[config.mk]
export PLATFORM = sky130hd
export DESIGN_NAME = instr_encode_loader
export DESIGN_NICKNAME = d
export VERILOG_FILES = /design/src/rtl/isa_pkg.sv /design/src/rtl/sync_fifo.sv /design/src/rtl/instr_encode_loader.sv
export SDC_FILE = /design/constraint.sdc
export NUM_CORES = 1
export LEC_CHECK = 0
export ABC_AREA = 0
export CAP_MARGIN = 20
export CORE_MARGIN = 2
export CORE_UTILIZATION = 34
export DETAILED_ROUTE_END_ITERATION = 8
export GPL_ROUTABILITY_DRIVEN = 0
export GPL_TIMING_DRIVEN = 1
export PLACE_DENSITY_LB_ADDON = 0.25
export SLEW_MARGIN = 20
export SYNTH_ARGS = -nofsm -noshare
export SYNTH_HDL_FRONTEND = slang
export SYNTH_SLANG_ARGS = --single-unit
[constraint.sdc]
create_clock -name clk -period 3.4 [get_ports clk]
set_clock_uncertainty 0.2 [all_clocks]
set_input_delay 0.85 -clock clk [delete_from_list [all_inputs] [get_ports clk]]
set_output_delay 0.85 -clock clk [all_outputs]
set_load 0.005 [all_outputs]
[src/rtl/isa_pkg.sv]
// CSE-BUBBLE instruction-format constants, FSM state type and field encoder
// shared by the instruction loader.
package isa_pkg;

    localparam logic [1:0] FMT_R   = 2'b00;
    localparam logic [1:0] FMT_I   = 2'b01;
    localparam logic [1:0] FMT_J   = 2'b10;
    localparam logic [1:0] FMT_RSV = 2'b11;

    localparam int OP_W    = 6;
    localparam int REG_W   = 5;
    localparam int FUNCT_W = 6;
    localparam int IMM_W   = 16;
    localparam int TGT_W   = 26;

    localparam int OP_LSB    = 26;
    localparam int RS_LSB    = 21;
    localparam int RT_LSB    = 16;
    localparam int RD_LSB    = 11;
    localparam int SHAMT_LSB = 6;

    localparam logic [5:0] OP_RTYPE = 6'b000000;
    localparam logic [5:0] OP_J     = 6'b000010;
    localparam logic [5:0] OP_JAL   = 6'b000011;

    typedef enum logic [1:0] {ST_IDLE, ST_LOAD, ST_DRAIN, ST_DONE} state_t;

    typedef struct packed {
        logic [1:0]         fmt;
        logic [OP_W-1:0]    opcode;
        logic [REG_W-1:0]   rs;
        logic [REG_W-1:0]   rt;
        logic [REG_W-1:0]   rd;
        logic [REG_W-1:0]   shamt;
        logic [FUNCT_W-1:0] funct;
        logic [IMM_W-1:0]   imm;
        logic [TGT_W-1:0]   target;
    } fields_t;

    // Reserved format encodes to an all-zero word.
    function automatic logic [31:0] encode(input fields_t f);
        logic [31:0] w;
        w = '0;
        case (f.fmt)
            FMT_R: begin
                w[OP_LSB +: OP_W]       = f.opcode;
                w[RS_LSB +: REG_W]      = f.rs;
                w[RT_LSB +: REG_W]      = f.rt;
                w[RD_LSB +: REG_W]      = f.rd;
                w[SHAMT_LSB +: REG_W]   = f.shamt;
                w[0 +: FUNCT_W]         = f.funct;
            end
            FMT_I: begin
                w[OP_LSB +: OP_W]  = f.opcode;
                w[RS_LSB +: REG_W] = f.rs;
                w[RT_LSB +: REG_W] = f.rt;
                w[0 +: IMM_W]      = f.imm;
            end
            FMT_J: begin
                w[OP_LSB +: OP_W] = f.opcode;
                w[0 +: TGT_W]     = f.target;
            end
            default: w = '0;
        endcase
        return w;
    endfunction

endpackage

[src/rtl/sync_fifo.sv]
// Single-clock FIFO with extra-bit pointers for full/empty; show-ahead read.
module sync_fifo #(
    parameter int W     = 32,
    parameter int DEPTH = 4
) (
    input  logic         clk,
    input  logic         rst,
    input  logic         push,
    input  logic [W-1:0] wdata,
    input  logic         pop,
    output logic [W-1:0] rdata,
    output logic         full,
    output logic         empty
);
    localparam int AW = $clog2(DEPTH);

    logic [W-1:0] mem [DEPTH];
    logic [AW:0]  wp, rp;
    logic         do_push, do_pop;

    assign do_push = push && !full;
    assign do_pop  = pop && !empty;
    assign empty   = (wp == rp);
    assign full    = (wp[AW] != rp[AW]) && (wp[AW-1:0] == rp[AW-1:0]);
    assign rdata   = mem[rp[AW-1:0]];

    always_ff @(posedge clk or posedge rst) begin
        if (rst) begin
            wp <= '0;
            rp <= '0;
        end else begin
            if (do_push) wp <= wp + 1'b1;
            if (do_pop)  rp <= rp + 1'b1;
        end
    end

    always_ff @(posedge clk) begin
        if (do_push) mem[wp[AW-1:0]] <= wdata;
    end

endmodule

[src/rtl/instr_encode_loader.sv]
// Packs decoded instruction fields into CSE-BUBBLE words and streams them into imem.
// Define ENCODE_RANGE_CHECK_EN to flag R/J bundles whose opcode does not fit the format.
module instr_encode_loader
    import isa_pkg::*;
#(
    parameter int IMEM_AW    = 8,
    parameter int FIFO_DEPTH = 4
) (
    input  logic               clk,
    input  logic               rst,
    input  logic               start,
    input  logic [IMEM_AW-1:0] base_addr,
    input  logic               in_valid,
    output logic               in_ready,
    input  logic [1:0]         in_fmt,
    input  logic [5:0]         in_opcode,
    input  logic [4:0]         in_rs,
    input  logic [4:0]         in_rt,
    input  logic [4:0]         in_rd,
    input  logic [4:0]         in_shamt,
    input  logic [5:0]         in_funct,
    input  logic [15:0]        in_imm,
    input  logic [25:0]        in_target,
    input  logic               in_last,
    output logic               imem_we,
    output logic [IMEM_AW-1:0] imem_addr,
    output logic [31:0]        imem_wdata,
    input  logic               imem_ready,
    output logic               busy,
    output logic               done,
    output logic [IMEM_AW:0]   count,
    output logic               err
);
    state_t             state, state_nx;
    fields_t            fields;
    logic [31:0]        word, head;
    logic [IMEM_AW-1:0] base;
    logic [IMEM_AW:0]   push_cnt;
    logic               fifo_full, fifo_empty;
    logic               push, pop, overflow, bad_field;

    assign fields = '{fmt: in_fmt, opcode: in_opcode, rs: in_rs, rt: in_rt, rd: in_rd,
                      shamt: in_shamt, funct: in_funct, imm: in_imm, target: in_target};
    assign word = encode(fields);

    // The push counter never exceeds 2^IMEM_AW, so its top bit is the overflow flag.
    assign overflow   = push_cnt[IMEM_AW];
    assign busy       = (state == ST_LOAD) || (state == ST_DRAIN);
    assign done       = (state == ST_DONE);
    assign in_ready   = (state == ST_LOAD) && !fifo_full && !overflow;
    assign imem_we    = busy && !fifo_empty;
    assign imem_wdata = imem_we ? head : '0;
    assign imem_addr  = base + count[IMEM_AW-1:0];
    assign push       = in_valid && in_ready;
    assign pop        = imem_we && imem_ready;

    always_comb begin
        bad_field = (in_fmt == FMT_RSV);
`ifdef ENCODE_RANGE_CHECK_EN
        if (in_fmt == FMT_R && in_opcode != OP_RTYPE) bad_field = 1'b1;
        if (in_fmt == FMT_J && in_opcode != OP_J && in_opcode != OP_JAL) bad_field = 1'b1;
`endif
    end

    sync_fifo #(.W(32), .DEPTH(FIFO_DEPTH)) u_fifo (
        .clk   (clk),
        .rst   (rst),
        .push  (push),
        .wdata (word),
        .pop   (pop),
        .rdata (head),
        .full  (fifo_full),
        .empty (fifo_empty)
    );

    always_comb begin
        state_nx = state;
        case (state)
            ST_IDLE:  if (start) state_nx = ST_LOAD;
            ST_LOAD:  if ((push && in_last) || overflow) state_nx = ST_DRAIN;
            ST_DRAIN: if (fifo_empty) state_nx = ST_DONE;
            ST_DONE:  state_nx = ST_IDLE;
            default:  state_nx = ST_IDLE;
        endcase
    end

    always_ff @(posedge clk or posedge rst) begin
        if (rst) begin
            state    <= ST_IDLE;
            base     <= '0;
            count    <= '0;
            push_cnt <= '0;
            err      <= 1'b0;
        end else begin
            state <= state_nx;
            if (state == ST_IDLE && start) begin
                base     <= base_addr;
                count    <= '0;
                push_cnt <= '0;
                err      <= 1'b0;
            end else begin
                if (pop)  count    <= count + 1'b1;
                if (push) push_cnt <= push_cnt + 1'b1;
                if ((push && bad_field) || (state == ST_LOAD && overflow)) err <= 1'b1;
            end
        end
    end

endmodule

==> impl_metrics.tcl, run 1 <==
set metrics [dict create \
    cpMaxStageDelayCell "dfrtp_2" \
    start_kind "register" \
    hold_depth 2 \
    clk_path_buf_depth 2 \
    worstMarginPinSlew_ns 0.646 \
    synth-seq-cells 163 \
    syn_inst 526 \
    fp.dieW_um 152 \
    grt_overflow 0 \
    hold_path_class "register to register" \
    dr.first_iter.drc_count 215 \
    viasPerCell 4.94 \
    worst_slack_ns 0.0703 \
    yosysSeqAreaShare 0.630 \
    timing.hold.ws_ns 0.285 \
    grt_pass1_wl_um 26900 \
    cp.depth 6 \
    maxCapViolations 0 \
    ir_worst_vdd_v 0.000359 \
    path_cells "xor2_4 -> o31ai_4 -> inv_4 -> buf_16 -> and2_1 -> clkdlybuf4s50_1" \
    crit_required_ns 2.35 \
    syn2layout_area_growth_pct 38.2 \
    reg2reg_depth 6 \
    synth_cell_types 44 \
    firstDrtPassIters 6 \
    fin_nets 814 \
    worstPathMaxFanout 16 \
    numCtsBuffers 17 \
    postCtsHoldBufs 0 \
    synth_nets 636 \
    hpwl_um 11100 \
    wl_per_cell_um 17.6 \
    dp_slack_ns 0.0235 \
    initial_utilization 0.345 \
    grt_max_degree 36 \
    synth_edf_count 128 \
    clockRootBuffer "clkbuf_16" \
    max_freq_mhz 300 \
    tritoncts "built" \
    synthFlopType "edfxtp_1" \
    critPathMaxStageDelay_ns 0.45 \
    period_share 0.979 \
    vias 4917 \
    synth_area_sq_mm 0.00749 \
    io_buffers 143 \
    drv_slew 0 \
    period_minus_slack_ns 3.33 \
    fp.coreArea_sq_mm 0.0217 \
    power.leakage_nw 4.18 \
    drtAntennaViolNets 0 \
    slew_headroom 0.569 \
    gr-usage-all-layers 0.149 \
    antenna_found_initial 0 \
    ios 144 \
    wirelength_um 17600 \
    cp_top_family "buffers and inverters" \
    post-route-util 0.477 \
    syn_avg_cell_area_sq_um 14.2 \
    htreeDepth 4 \
    num_rows 54 \
    worstSetupPathType "register to primary output" \
    setup_violations 0 \
    insertedDiodeCount 0 \
    cp-end-kind "primary output" \
    fp.dieH_um 152 \
    setup_tns_ns 0 \
    ys_warn_count 0 \
    clock_sinks 163 \
    status "complete, no violations" \
    cts.clk_slew.worst_paths_ns 0.06 \
    first_global_vias 5113 \
    cellPowerDensity_mw_per_mm2 821 \
    layout-drive-gt1-share 0.191 \
    drc_errors 0 \
    arrival_ns 2.28 \
    crit_buf_inv 3 \
    hold_viol 0 \
    clk_latency_ns 0.42 \
    dieArea_sq_mm 0.0232 \
    synthArstFlopShare 0.215 \
]
## worst min-delay path, stage by stage, from the launching register on
cell     delay [ns]
dfrtp_1        0.35
nand2_1        0.05
nand2_1        0.06
## through the flow
| step | total power [mW] | area, sq um | std cells |
|---|---|---|---|
| finish | 8.49 | 10300 | 996 |
| global route | 8.99 | 10300 | 996 |
| CTS | 8.39 | 10100 | 983 |
| detailed placement | 6.20 | 9370 | 946 |
| global placement | 6.13 | 9370 | 946 |
| floorplan | 4.42 | 7490 | 526 |
## cell families (layout without fill, tap and decap cells)
group	count (synthesis)	count (layout)	share of synthesized area
XOR/XNOR	21	21	0.0266
AO/OA/AOI/OAI	74	74	0.0633
multiplexers	50	50	0.120
flip-flops	163	163	0.630
AND/OR/NAND/NOR	149	149	0.0992
buffers and inverters	49	239	0.0257
adder cells (fa/ha/maj)	20	20	0.0344
## power breakdown
group	switching, mW	leakage, nW	internal (mW)
Clock	0.792	0.271	1.03
Sequential	0.178	1.61	2.46
Combinational	1.81	2.30	2.23
## worst paths after layout
check / start / slack (ns) / end
worst max-delay path: u_fifo.wp[2] / 0.07 / imem_wdata[15]
max in group asynchronous: rst / 2.00 / u_fifo.wp[1]
worst max register to register: state[1] / 0.95 / u_fifo.mem[3][22]
worst min-delay path: base[5] / 0.28 / base[5]
min in group asynchronous: rst / 0.66 / u_fifo.rp[1]
worst min register to register: base[5] / 0.28 / base[5]
## Yosys cell counts (2+ instances only)
cell type	instances	area (sq um)
nor3_1	2	10.0
edfxtp_1	128	3840
o311ai_0	2	17.5
inv_1	26	97.6
a311oi_1	2	17.5
ha_1	19	238
nor2_1	11	41.3
nand2_1	62	233
buf_2	7	35.0
a21oi_1	14	70.1
mux2i_1	17	170
o21a_1	3	22.5
o31a_1	2	17.5
mux4_2	32	721
xnor2_1	15	131
nand2b_1	2	12.5
o311ai_1	2	17.5
a31o_2	3	26.3
nand3_1	8	40.0
clkbuf_1	15	56.3
nand4_1	5	31.3
and2_1	44	275
or3_1	2	12.5
dfrtp_1	35	876
xor2_1	4	35.0
o31ai_1	3	22.5
xor2_2	2	32.5
nor2b_1	5	31.3
o21ai_0	31	155
and3_1	3	18.8
a221oi_1	2	17.5
a31oi_1	3	18.8
o211ai_1	2	15.0
or4_1	3	22.5
## layer usage
metal	wire length (um)	GRT usage	vias to the layer above
li1	-	-	2321
met2	8520	0.249	162
met5	0	0	-
met1	8000	0.193	2418
met3	808	0.0364	16
met4	223	0.0418	0
## placed cells by master, fill, tap and decap left out, types with 4 or more instances in the layout
master	instances
and2_1	39
mux2i_1	17
dlymetal6s2s_1	29
edfxtp_1	128
o21ai_0	31
clkbuf_16	19
dfrtp_2	9
inv_6	6
ha_4	4
and2_2	4
nand3_1	8
a21oi_1	13
nand2_1	62
dfrtp_1	26
mux4_2	32
nor2_1	11
inv_1	25
clkdlybuf4s50_1	112
xnor2_1	15
ha_1	15
nand4_1	5
buf_4	31
## sequential cells by signal (all words and copies together), names as in the netlist
register and cells:
u_fifo.mem 128, count 9, push_cnt 9, base 8
u_fifo.rp 3, u_fifo.wp 3, state 2, err 1
## timing repair
action,CTS,global route
pin swaps,4,5
cloned,2,2
setup buffers,4,11
setup endpoints to repair,37,32
gates resized for setup,20,39
## layout make-up
| type | instances | area [sq um] |
|---|---|---|
| clock inverters | 14 | 141 |
| clock buffers | 17 | 425 |
| multi-input cells | 314 | 2690 |
| flip-flops and latches | 163 | 4730 |
| fillers | 1893 | 11300 |
| repair buffers | 182 | 1910 |
| well taps | 280 | 350 |
| inverters | 26 | 100 |
No activity file was read; power rests on OpenSTA's default activity.
==> inputs of run 2 (changes only) <==
--- a/config.mk
+++ b/config.mk
@@ -7,6 +7,7 @@
 export LEC_CHECK = 0
 export ABC_AREA = 0
 export CAP_MARGIN = 20
+export CORE_ASPECT_RATIO = 0.8
 export CORE_MARGIN = 2
 export CORE_UTILIZATION = 34
 export DETAILED_ROUTE_END_ITERATION = 8
==> run 2 against run 1 <==
  * Via count decreased by 1.6%
  * Design area decreased by 1.7%
  * First-iteration DRC count increased by 53%
  * Cell count decreased by 1.4%
  * Worst hold slack about the same
  * Worst setup slack improved by 0.026 ns
  * Critical endpoint is now imem_wdata[3]
  * Highest routed layer unchanged
==> impl_metrics.tcl, run 2 (synthesis gave the netlist of run 1 again) <==
set metrics [dict create \
    status "complete, no violations" \
    io_buffers 143 \
    grt_max_degree 36 \
    hpwl_um 11800 \
    maxCapViolations 0 \
    fp.dieW_um 170 \
    dp_slack_ns 0.170 \
    setup_violations 0 \
    dr.first_iter.drc_count 330 \
    wl_met3_um 775 \
    arrival_ns 2.25 \
    firstDrtPassIters 6 \
    layout_common_cells "clkdlybuf4s50_1, edfxtp_1, nand2_1" \
    cellPowerDensity_mw_per_mm2 806 \
    drc_errors 0 \
    hold_depth 2 \
    mostFrequentLayoutCell "clkdlybuf4s50_1" \
    wl_per_cell_um 17.4 \
    cp-end-kind "primary output" \
    numCtsBuffers 17 \
    worstSetupPathType "register to primary output" \
    grt_overflow 0 \
    num_rows 48 \
    reg2reg_depth 6 \
    period_minus_slack_ns 3.30 \
    setup_tns_ns 0 \
    rsz0062_at_grt "true" \
    clk_latency_ns 0.42 \
    hold_viol 0 \
    worstMarginPinSlew_ns 0.636 \
    met2_length_um 8430 \
    largest_reg_flops 128 \
    period_share 0.972 \
    top_layer "met4" \
    fp.dieH_um 137 \
    start_kind "register" \
    antenna_found_initial 0 \
    crit_required_ns 2.35 \
    insertedDiodeCount 0 \
    clock_sinks 163 \
    worstPathMaxFanout 12 \
    clockRootBuffer "clkbuf_16" \
    clk_path_buf_depth 2 \
    gr-usage-all-layers 0.153 \
    wirelength_um 17100 \
    initial_utilization 0.346 \
    ir_worst_vdd_v 0.000395 \
    first_global_vias 5078 \
    grt_pass1_wl_um 26900 \
    drv_slew 0 \
    finalPower_mw 8.20 \
    ios 144 \
    wl_met1_um 7640 \
    cts.clk_slew.worst_paths_ns 0.06 \
    htreeDepth 4 \
    slew_headroom 0.575 \
    tritoncts "built" \
    vias 4838 \
    layout-drive-gt1-share 0.173 \
    fin_nets 804 \
    hold_path_class "register to register" \
    fp.coreArea_sq_mm 0.0216 \
    viasPerCell 4.93 \
    syn2layout_area_growth_pct 35.8 \
    dieArea_sq_mm 0.0232 \
    worst_slack_ns 0.0961 \
    max_freq_mhz 303 \
    drtAntennaViolNets 0 \
    power.leakage_nw 3.72 \
]
[run 2: cell count changes in the layout (fill, tap and decap cells not counted), moves of 4 or more]
cell             change
dfrtp_2              -4
dlymetal6s2s_1      -28
dfrtp_1              +4
buf_4               -12
clkdlybuf4s50_1     +28
[run 2: worst paths after layout]
kind	startpoint	to	slack, ns
hold reg to reg	base[2]	base[2]	0.29
max in group asynchronous	rst	count[3]	2.01
setup / recovery	u_fifo.rp[0]	imem_wdata[3]	0.1
min in group asynchronous	rst	u_fifo.wp[2]	0.63
setup reg to reg	state[1]	u_fifo.mem[0][3]	0.99
hold / removal	base[2]	base[2]	0.29
[run 2: layout make-up]
cell class	count	area, sq um
clock inverter	14	165
timing repair buffer	172	1730
clock buffer	18	429
tap	275	344
multi-input combinational	314	2670
inverter	26	97.6
fill	1912	11500
sequential	163	4730
[run 2: worst max-delay path, cell delays in order, from the launching register on]
cell,delay [ns]
dfrtp_2,0.45
buf_8,0.20
mux4_2,0.55
and2_1,0.18
clkdlybuf4s50_1,0.45
[run 2: layer usage]
layer	track usage	vias to the layer above
li1	-	2304
met1	0.197	2399
met2	0.261	120
met3	0.0330	15
met4	0.0499	0
met5	0	-
[run 2: repair_timing]
action	in CTS	in global routing
setup buffers	2	2
gates resized for setup	18	14
endpoints found under the setup margin	37	37
hold buffers	0	0
pin swaps	2	4
hold endpoints to repair	0	0
[run 2: where the power goes]
part	switching (mW)	internal [mW]
registers	0.170	2.46
clock network	0.843	1.05
logic	1.62	2.06
total	2.63	5.56
[run 2: through the flow]
step           hold WS, ns  instances   util  cell area (sq um)
6_report             0.285        982  0.470              10200
5_1_grt              0.302        982  0.470              10200
4_1_cts              0.292        980  0.468              10100
3_5_place_dp         0.276        946  0.436               9420
3_3_place_gp         0.265        946  0.436               9420
2_1_floorplan        0.250        526      -               7490
==> edit (flow settings as in run 1) <==
The 4 states of `state_t` get a one-hot encoding in 4 bits.
--- a/src/rtl/isa_pkg.sv
+++ b/src/rtl/isa_pkg.sv
@@ -23,7 +23,7 @@
     localparam logic [5:0] OP_J     = 6'b000010;
     localparam logic [5:0] OP_JAL   = 6'b000011;
 
-    typedef enum logic [1:0] {ST_IDLE, ST_LOAD, ST_DRAIN, ST_DONE} state_t;
+    typedef enum logic [3:0] {ST_IDLE = 4'b0001, ST_LOAD = 4'b0010, ST_DRAIN = 4'b0100, ST_DONE = 4'b1000} state_t;
 
     typedef struct packed {
         logic [1:0]         fmt;
Function: same outputs for any inputs over 4 cycles, from zero or initial values and one cycle with rst high; so few cycles prove little.
==> edit against run 1 <==
Synthesized area rose by 0.38%; design area is 0.37% higher; final cell count rose by 1.8%; worst setup slack lost 0.0028 ns; first-iteration DRC count grew 45%; wire length fell by 0.52%; sequential share of layout area increased by 0.31 points; global-route usage rose by 0.50 points; total power decreased by 23%; sequential cell count is 2 higher.
==> edit: results <==
[final_layout]
drive_gt1_share_pct = 20.57
nNetsFinal = 826
diodes = 0
largest_register_ffs = 128

[clock_tree]
clock_latency_ns = 0.42
cts_htree_levels = 4
cts_root_buffer = "clkbuf_16"
path_clk_slew_ns = 0.07
clock_path_buffers = 2
numCtsBuffers = 17

[detailed_routing]
num_vias = 5059
drt_iter0_drc = 312
firstDrtPassIters = 5
routed_wl_um = 17460

[critical_path]
worstPathArrival_ns = 2.28
cp_max_fo = 3
r2r_end = "u_fifo.mem[3][6]"
r2r_start = "state[2]"
max_stage_delay_ns = 0.50
rrSetupSlack_ns = 0.74
critPathSlowestCell = "clkdlybuf4s50_1"
cp_top_family = "buffers and inverters"
reg2reg_depth = 6

[outcome]
status = "completed"

[synthesis]
ys_warn_count = 0
yosys-top-cells-area = "edfxtp_1, dfrtp_1, mux4_2"
seq_area_frac_synth_pct = 63.47
synthFlopType = "edfxtp_1"
synth.distinct_cells = 44
synth_edf_count = 128
synth_fp_nets = 638
async_reset_ff_share_pct = 22.42
synthTopCellsByCount = "edfxtp_1, nand2_1, and2_1"

[global_route]
antenna_found_initial = 0
grt_max_degree = 38
grt_usage_pct = 15.37
grt_first_pass_wirelength_um = 27770

[placed_design]
place.port_buffers = 143
dpl.hpwl_um = 11540

[min_path]
worstHoldPathType = "reg -> reg"
worstHoldPathCells = 2
hp-start = "base[0]"
hold_end = "base[0]"

[power_and_ir_drop]
leakagePower_nw = 4.027
vdd_ir_drop_max_v = 0.0003441

[timing]
timing.hold.ws_ns = 0.2938
slew_headroom_pct = 41.75
-- edit: cell types whose count changed in the layout (fill, tap and decap cells not counted), moves of 5 or more --
cell,run 1,this run
xnor2_1,15,9
dlymetal6s2s_1,29,7
dlygate4sd2_1,1,19
clkdlybuf4s50_1,112,106
clkdlybuf4s15_1,0,8
ha_1,15,10
o31ai_1,3,8
inv_8,2,7
buf_4,31,42
-- edit: routing by layer --
layer  GRT usage (%)  vias up  wire, um
met4           4.233        0       177
met1           19.94     2504      7658
li1                -     2380         -
met3           3.896       14       993
met5               0        -         0
met2           25.75      161      8632
-- edit: worst max-delay path by stage --
stage,start,endpoint,cells after the start
2_1_floorplan,u_fifo.rp[0],imem_wdata[10],4
4_1_cts,state[2],in_ready,6
5_1_grt,u_fifo.rp[0],imem_wdata[31],7
6_report,u_fifo.rp[0],imem_wdata[5],6
3_5_place_dp,count[0],imem_addr[6],8
3_3_place_gp,count[0],imem_addr[6],8
-- edit: logic make-up after synthesis --
group | synth area share, %
AND/OR/NAND/NOR | 11.09
AO/OA/AOI/OAI | 5.576
buffers and inverters | 2.696
multiplexers | 12.83
XOR/XNOR | 1.748
flip-flops | 63.47
adder cells (fa/ha/maj) | 2.597
-- edit: area by class of cell --
type / instances / area, um^2
Multi-Input combinational cell: 318 / 2646
Fill cell: 1908 / 11370
Inverter: 24 / 92.59
Clock buffer: 18 / 429.2
Tap cell: 280 / 350.3
Clock inverter: 14 / 147.6
Timing Repair Buffer: 195 / 1939
Sequential cell: 165 / 4781
-- edit: power by group --
| group | internal (W) | leakage [nW] | switching [W] | total (W) |
|---|---|---|---|---|
| Sequential | 0.00238 | 1.64 | 0.000121 | 0.00250 |
| Combinational | 0.00120 | 2.10 | 0.00100 | 0.00221 |
| Clock | 0.000985 | 0.286 | 0.000866 | 0.00185 |
| Total | 0.00457 | 4.03 | 0.00199 | 0.00655 |
-- edit: stage by stage --
| stage | total power, W | cells | area [um^2] | utilization (%) | setup slack, ns |
|---|---|---|---|---|---|
| 6_report | 0.006555 | 1014 | 10390 | 47.74 | 0.06752 |
| 5_1_grt | 0.006913 | 1014 | 10390 | 47.74 | -0.004913 |
| 4_1_cts | 0.006586 | 1006 | 10270 | 47.19 | 0.001099 |
| 3_5_place_dp | 0.004518 | 955 | 9414 | 43.27 | 0.1092 |
| 3_3_place_gp | 0.004493 | 955 | 9414 | 43.27 | 0.1510 |
| 2_1_floorplan | 0.003681 | 533 | 7517 | - | 0.5968 |
-- edit: repair_timing --
action / in CTS / in global routing
setup endpoints to repair: 37 / 21
resized for setup: 57 / 25
setup buffers: 16 / 8
pin swaps: 5 / 5
gates cloned: 3 / 0
